<file path="src/rtl/usb_ep_pkg.sv">
// Shared definitions for the USB FS endpoint packet buffers (IN and OUT).
// Holds the buffer state encoding and the DATA0/DATA1 PID toggle values.
package usb_ep_pkg;

   typedef enum logic [1:0] {
      EP_FILL     = 2'd0,
      EP_READY    = 2'd1,
      EP_XMIT     = 2'd2,
      EP_WAIT_ACK = 2'd3
   } ep_state_e;

   localparam logic PID_DATA0 = 1'b0;
   localparam logic PID_DATA1 = 1'b1;

endpackage

</file>
<file path="src/rtl/usb_ep_byte_ram.sv">
// Single-write, asynchronous-read byte array that holds one endpoint packet.
module usb_ep_byte_ram #(
   parameter int DEPTH = 32,
   parameter int AW    = 5
) (
   input  logic          clk,
   input  logic          we,
   input  logic [AW-1:0] waddr,
   input  logic [7:0]    wdata,
   input  logic [AW-1:0] raddr,
   output logic [7:0]    rdata
);

   logic [7:0] mem [DEPTH];

   // No reset: contents are only meaningful below the committed byte count.
   always_ff @(posedge clk) begin
      if (we) mem[waddr] <= wdata;
   end

   assign rdata = mem[raddr];

endmodule

</file>
<file path="src/rtl/usb_in_ep_pkt_buffer.sv">
// Single-packet IN endpoint buffer: filled by the endpoint controller, drained by
// the protocol engine on IN tokens, with retransmit-until-ACK and DATA0/1 toggle.
//
// state       | meaning
// ------------+-----------------------------------------------------------
// EP_FILL     | controller writes bytes; waits for done or a full packet
// EP_READY    | packet committed; next accepted IN token starts sending
// EP_XMIT     | engine pops bytes from rd_ptr
// EP_WAIT_ACK | packet sent; ACK completes it, a new IN token resends it
module usb_in_ep_pkt_buffer
   import usb_ep_pkg::*;
#(
   parameter int MAX_PKT_SIZE = 32,
   parameter int CNT_W        = 7
) (
   input  logic       clk,
   input  logic       reset,
   input  logic       in_ep_req,
   output logic       in_ep_grant,
   output logic       in_ep_data_free,
   input  logic       in_ep_data_put,
   input  logic [7:0] in_ep_data,
   input  logic       in_ep_data_done,
   input  logic       in_ep_stall,
   output logic       in_ep_acked,
   input  logic       in_xfr_start,
   output logic       in_xfr_ready,
   output logic       in_xfr_stall,
   output logic       in_xfr_data_avail,
   input  logic       in_xfr_data_get,
   output logic [7:0] in_xfr_data,
   input  logic       in_xfr_end,
   input  logic       in_xfr_acked,
   input  logic       setup_seen,
   output logic       data_toggle
);

   localparam int              AW      = $clog2(MAX_PKT_SIZE);
   localparam logic [CNT_W-1:0] MAX_CNT = CNT_W'(MAX_PKT_SIZE);

   ep_state_e        state;
   logic [CNT_W-1:0] count;
   logic [CNT_W-1:0] rd_ptr;
   logic [CNT_W-1:0] count_inc;
   logic             stalled;
   logic             wr_en;

   assign in_ep_grant       = in_ep_req && (state == EP_FILL);
   assign in_ep_data_free   = (state == EP_FILL) && (count < MAX_CNT);
   assign in_xfr_ready      = (state == EP_READY) && !stalled;
   assign in_xfr_stall      = stalled;
   assign in_xfr_data_avail = (state == EP_XMIT) && (rd_ptr < count);

   assign wr_en     = in_ep_data_put && in_ep_grant && in_ep_data_free;
   assign count_inc = count + CNT_W'(1);

   usb_ep_byte_ram #(
      .DEPTH (MAX_PKT_SIZE),
      .AW    (AW)
   ) u_ram (
      .clk   (clk),
      .we    (wr_en),
      .waddr (count[AW-1:0]),
      .wdata (in_ep_data),
      .raddr (rd_ptr[AW-1:0]),
      .rdata (in_xfr_data)
   );

   always_ff @(posedge clk or negedge reset) begin
      if (!reset) begin
         state       <= EP_FILL;
         count       <= '0;
         rd_ptr      <= '0;
         stalled     <= 1'b0;
         data_toggle <= PID_DATA0;
         in_ep_acked <= 1'b0;
      end else if (setup_seen) begin
         // SETUP restarts the control transfer; its first IN data stage is DATA1.
         state       <= EP_FILL;
         count       <= '0;
         rd_ptr      <= '0;
         stalled     <= 1'b0;
         data_toggle <= PID_DATA1;
         in_ep_acked <= 1'b0;
      end else begin
         in_ep_acked <= 1'b0;
         if (in_ep_stall) stalled <= 1'b1;
         unique case (state)
            EP_FILL: begin
               if (wr_en) count <= count_inc;
               if (in_ep_data_done || (wr_en && count_inc == MAX_CNT))
                  state <= EP_READY;
            end
            EP_READY: begin
               if (in_xfr_start && !stalled) begin
                  state  <= EP_XMIT;
                  rd_ptr <= '0;
               end
            end
            EP_XMIT: begin
               if (in_xfr_data_get && in_xfr_data_avail) rd_ptr <= rd_ptr + CNT_W'(1);
               if (in_xfr_end) state <= EP_WAIT_ACK;
            end
            EP_WAIT_ACK: begin
               // ACK wins over a simultaneous IN token; that token was for the old packet.
               if (in_xfr_acked) begin
                  state       <= EP_FILL;
                  count       <= '0;
                  rd_ptr      <= '0;
                  data_toggle <= ~data_toggle;
                  in_ep_acked <= 1'b1;
               end else if (in_xfr_start && !stalled) begin
                  state  <= EP_XMIT;
                  rd_ptr <= '0;
               end
            end
         endcase
      end
   end

endmodule

</file>
<file path="config.mk">
export PLATFORM = sky130hd
export DESIGN_NAME = usb_in_ep_pkt_buffer
export DESIGN_NICKNAME = d
export VERILOG_FILES = /design/src/rtl/usb_ep_pkg.sv /design/src/rtl/usb_ep_byte_ram.sv /design/src/rtl/usb_in_ep_pkt_buffer.sv
export SDC_FILE = /design/constraint.sdc
export NUM_CORES = 1
export LEC_CHECK = 0
export CAP_MARGIN = 40
export CORE_UTILIZATION = 30
export CTS_CLUSTER_SIZE = 16
export DETAILED_ROUTE_END_ITERATION = 12
export PLACE_DENSITY = 0.43
export SETUP_SLACK_MARGIN = 0.3
export SLEW_MARGIN = 20
export SYNTH_ARGS = -nofsm -noshare
export SYNTH_HDL_FRONTEND = slang
export SYNTH_SLANG_ARGS = --single-unit
</file>
<file path="constraint.sdc">
create_clock -name clk -period 2.15 [get_ports clk]
set_input_delay 0.3225 -clock clk [delete_from_list [all_inputs] [get_ports clk]]
set_output_delay 0.3225 -clock clk [all_outputs]
set_load 0.005 [all_outputs]
</file>
After elaboration in Yosys (flattened, before gate mapping):

Memory sizes are Yosys's and may differ from the RTL's.
Index checks and enable logic that the tools add are counted.

* eq/ne operators: 9
* reduce and logical (&&, ||, !) cells: 21
* order comparisons: 2
* $add $sub $neg: 2
* bitwise logic cells: 1
* multiplexer cells: 25

Operators by type and width (count)
* 7-bit 2-to-1 mux: 7
* 7-bit case mux with 3 select lines: 1
* 7-bit by 1-bit adder with 7-bit output (second input constant): 2
* 7-bit case mux with 2 select lines: 1
* 1-bit 2-to-1 mux: 10
* 2-bit 2-to-1 mux: 5
* 1-bit logical AND: 9
* 3-bit inequality test (second input constant): 3
* 2-bit case mux with 4 select lines: 1
* 7-bit by 6-bit == test with 1-bit output (second input constant): 1
* 7-bit by 6-bit < comparator with 1-bit output (second input constant): 1
* 7-bit < comparator: 1
* 3-bit by 2-bit inequality test with 1-bit output (second input constant): 2
* 2-bit AND reduction: 3
* 2-bit nonzero test: 3
* 2-bit == test (second input constant): 2
* 4-bit nonzero test: 1
* 3-bit AND reduction: 1
* 3-bit nonzero test: 1
* 2-bit by 1-bit == test with 1-bit output (second input constant): 1
* 2-bit zero test: 1
* 1-bit zero test: 1
* 1-bit logical OR: 1
* 1-bit NOT: 1

* word-level logic and storage cells: 67
* bits of input ports: 19
* memories: 1
* register bits: 19
* RAM bits: 256
* output and inout bits: 15

Memory list
* u_ram.mem: depth 32, bits a word 8, rd ports 1, clocked after memory_dff 0, write ports 1, RTL line usb_ep_byte_ram.sv:14 `logic [7:0] mem [DEPTH];`

Depth between registers and ports, before layout:

* depth after elaboration: 9
* gate-level depth with buffers: 8
* depth with buffers taken out: 7

Modules after synthesis:

From an unflattened synthesis, not the netlist that was laid out.

* cells, all modules: 549
* area, all modules: 11180.7 sq um

By module, submodules not included
* usb_ep_byte_ram: area each 9893.2 sq um, cells each 409, instances 1, sequential area each 7687.4 sq um
* usb_in_ep_pkt_buffer: area each 1287.5 sq um, cells each 140, instances 1, sequential area each 475.5 sq um

Least setup slack after synthesis:

Ideal clock, no wire load.

* kind: register to register
* from: register count[2]
* to: register rd_ptr[0]
* data required time: 2013 ps
* path buffers: 1
* library setup time: 137 ps
* cell stages (with the launch flop): 9
* slack: -6 ps
* data arrival time: 2019 ps
* clock period less this slack: 2156 ps
* cells stage by stage: dfrtp_1 -> clkbuf_1 -> clkinv_1 -> ha_1 -> a21oi_1 -> o21ai_0 -> and2_1 -> o31ai_4 -> a31oi_1

* cells in the longest elaborated chain, start to end: 5

Ends and longest elaborated chain
* start: declaration: RTL line usb_in_ep_pkt_buffer.sv:42 `logic [CNT_W-1:0] count;`
* start signal: assignment: RTL line usb_in_ep_pkt_buffer.sv:90 `if (wr_en) count <= count_inc;`
* 7-bit < comparator: RTL line usb_in_ep_pkt_buffer.sv:52 `assign in_xfr_data_avail = (state == EP_XMIT) && (rd_ptr < count);`
* 1-bit logical AND: RTL line usb_in_ep_pkt_buffer.sv:52
* 1-bit logical AND: RTL line usb_in_ep_pkt_buffer.sv:101 `if (in_xfr_data_get && in_xfr_data_avail) rd_ptr <= rd_ptr + CNT_W'(1);`
* 3-bit by 2-bit inequality test with 1-bit output (no source line)
* 2-bit AND reduction (no source line)
* end signal: assignment: RTL line usb_in_ep_pkt_buffer.sv:101
* end: declaration: RTL line usb_in_ep_pkt_buffer.sv:43 `logic [CNT_W-1:0] rd_ptr;`

Every way passes these cells.
A chain may end at the register's enable or synchronous reset.

Final worst setup path:

* from: register rd_ptr[0]
* to: output in_xfr_data[0]

* cells in the longest elaborated chain, start to end: 1

Ends and longest elaborated chain
* memory read 32 x 8 bit
* end: declaration: RTL line usb_in_ep_pkt_buffer.sv:31 `output logic [7:0] in_xfr_data,`

Every way passes these cells.

==> flow_summary.json <==
{
  "drt_iter0_drc": 489,
  "via_per_inst": 4.85,
  "p_total_mw": 13.2,
  "cts_buffers": 31,
  "netlist_instances": 659,
  "dr_wl_met2_um": 14800,
  "synth_nets": 690,
  "insertion_delay_ns": 0.56,
  "hold_buffers": 0,
  "drive_gt1_frac": 0.441,
  "slew_viol_final": 0,
  "maxSlewHeadroom": 0.530,
  "p_per_area_nw_per_um2": 857,
  "fmax_mhz": 346,
  "netlist_area_sq_um": 11300,
  "wl_met1_um": 12900,
  "grtUsageTotal": 0.155,
  "endpoint_kind": "output pin",
  "mostFrequentLayoutCells": "edfxtp_1, buf_4, nor2_4",
  "multi_input_area_sq_um": 3550,
  "die-area_sq_um": 38500,
  "firstDrtPassIters": 4,
  "synth_enable_flop_cells": 256,
  "route.top_layer_used": "met4",
  "boundaryPins": 34,
  "nNetsFinal": 871,
  "crit_fanout": 9,
  "cts_root_buf": "clkbuf_16",
  "crit_type": "reg2out",
  "place_area_sq_um": 13100,
  "fin_ws_ns": -0.737,
  "dpl.hpwl_um": 19500,
  "ff_latch_area_sq_um": 8170,
  "start_util": 0.307,
  "violations": "setup timing",
  "core_area_sq_um": 36900,
  "crit_arrival_ns": 2.56,
  "cp_data_required_time_ns": 1.83,
  "syn_to_final_growth_pct": 35.5,
  "clk_pin_slew_ns": 0.06,
  "routedWlPerCell_um": 21.5,
  "io_buffers": 33,
  "tightest_slew_ns": 0.702,
  "vdd_ir_drop_max_uv": 642,
  "routabilityCongestion": 0.832,
  "hold_viol_final": 0,
  "grt_pass1_wl_um": 44300,
  "nFillCells": 3327,
  "seq_area_frac_synth": 0.721,
  "grt_max_degree": 33,
  "cap_violations": 0,
  "ys_async_sr_fraction": 0.0691,
  "finalSetupViolations": 9,
  "cts_buffer_depth": 3,
  "final_common_cell": "edfxtp_1",
  "clock_skew_ns": 0.0133,
  "dominantRegCellSynth": "edfxtp_1",
  "stdcell_area_sq_um": 15300,
  "status": "finished, violations left",
  "grt_overflow": 0,
  "layout_min_cycle_time_ns": 2.89,
  "num_rows": 70,
  "hold_class": "in2async",
  "drt_drc_violations_left": 0,
  "syn_avg_cell_area_sq_um": 17.2,
  "synth_cell_types": 54,
  "first_global_vias": 7108,
  "cp-start-kind": "register",
  "dieWidth_um": 196,
  "antennaDiodeCount": 0,
  "dr_wl_met3_um": 1120,
  "ys_ff_latch": 275,
  "clock_sink_count": 275,
  "antenna_found_initial": 0,
  "final_antenna_net_count": 0,
  "p_leak_nw": 5.01,
  "rsz0062_at_grt": "yes",
  "yosysWarnings": 0,
  "htreeDepth": 1,
  "routed_wl_um": 29300,
  "die_y_um": 196,
  "finalCritPeriodShare": 1.34,
  "routed-via-count": 6633,
  "cts_tree": "yes"
}
==> metal layers <==
layer / up-vias / track usage
li1: 3012 / -
met1: 3437 / 0.205
met2: 140 / 0.266
met3: 44 / 0.0230
met4: 0 / 0.0396
met5: - / 0
==> sequential cells by signal, summed over array words and instances (netlist names) <==
name / cells
in_xfr_stall: 1
data_toggle: 1
in_ep_acked: 1
count: 7
u_ram.mem: 256
state: 2
rd_ptr: 7
==> worst max-delay path: stages, from the launching register on <==
cell	delay (ns)
dfrtp_4	0.56
buf_12	0.17
buf_16	0.15
buf_12	0.13
mux4_2	0.46
a22oi_2	0.18
buf_4	0.15
nand3_2	0.06
buf_2	0.14
==> stage by stage <==
step	util	TNS (ns)	setup slack [ns]	cells	hold WS [ns]
finish	0.416	-5.73	-0.737	1367	0.185
global route	0.416	-6.54	-0.814	1367	0.219
floorplan	-	0	0.268	659	0.0269
global placement	0.354	-28.34	-0.868	1290	0.511
detailed placement	0.354	-33.20	-0.893	1290	0.505
CTS	0.397	-6.26	-0.833	1360	0.199
==> report_power, final <==
part | switching (mW) | leakage (nW) | internal, mW
logic | 0.808 | 1.94 | 0.956
clock network | 2.13 | 0.520 | 3.35
registers | 0.0332 | 2.55 | 5.87
total | 2.97 | 5.01 | 10.2
==> logic make-up after synthesis <==
| family | count (synthesis) | synth area share |
|---|---|---|
| AO/OA/AOI/OAI | 107 | 0.0671 |
| adder cells (fa/ha/maj) | 12 | 0.0133 |
| XOR/XNOR | 3 | 0.00232 |
| AND/OR/NAND/NOR | 129 | 0.0544 |
| flip-flops | 275 | 0.721 |
| buffers and inverters | 45 | 0.0252 |
| multiplexers | 88 | 0.117 |
==> Yosys cell counts, drive strengths merged, types with 3 or more instances <==
cell type,number,area (sq um)
o21ai,8,40.0
mux2,32,360
nor3,5,25.0
o22ai,19,119
nand2,23,86.3
nand2b,3,18.8
ha,12,150
a21oi,21,105
buf,23,201
a2111oi,8,83.8
clkbuf,8,31.3
inv,13,48.8
a22oi,16,120
nor2,49,184
a221oi,8,70.1
mux2i,24,240
nand3,18,90.1
nand4,4,25.0
a31oi,9,56.3
and3,6,37.5
a211oi,9,72.6
dfrtp,19,475
edfxtp,256,7690
nor2b,10,62.6
mux4,32,724
==> final cells by class <==
class / count / share of cell area
sequential: 275 / 0.532
multi-input combinational: 339 / 0.231
timing repair buffer: 179 / 0.123
clock buffer: 33 / 0.0511
tap: 504 / 0.0411
clock inverter: 23 / 0.0182
inverter: 14 / 0.00351
==> repair_timing <==
item                                    in CTS  in global routing
hold endpoints to repair                     0                  0
endpoints found under the setup margin     275                279
setup buffers                               12                  7
gates cloned                                 2                  0
resized for setup                          130                167
pin swaps                                   25                 41
==> final timing paths <==
check,startpoint,endpoint,slack (ns),depth (start not counted)
worst max-delay path,rd_ptr[0]$_DFFE_PN0P_,in_xfr_data[0],-0.74,8
worst min-delay path,reset,count[6]$_DFFE_PN0P_,0.19,1
worst max register to register,rd_ptr[0]$_DFFE_PN0P_,rd_ptr[2]$_DFFE_PN0P_,0.15,9
max in group asynchronous,reset,count[1]$_DFFE_PN0P_,1.39,2
min in group clk,in_ep_stall,in_xfr_stall$_DFFE_PN0P_,0.35,3
worst min register to register,data_toggle$_DFFE_PN0P_,data_toggle$_DFFE_PN0P_,0.52,2
Note: power is estimated with default switching activity, not from simulation.
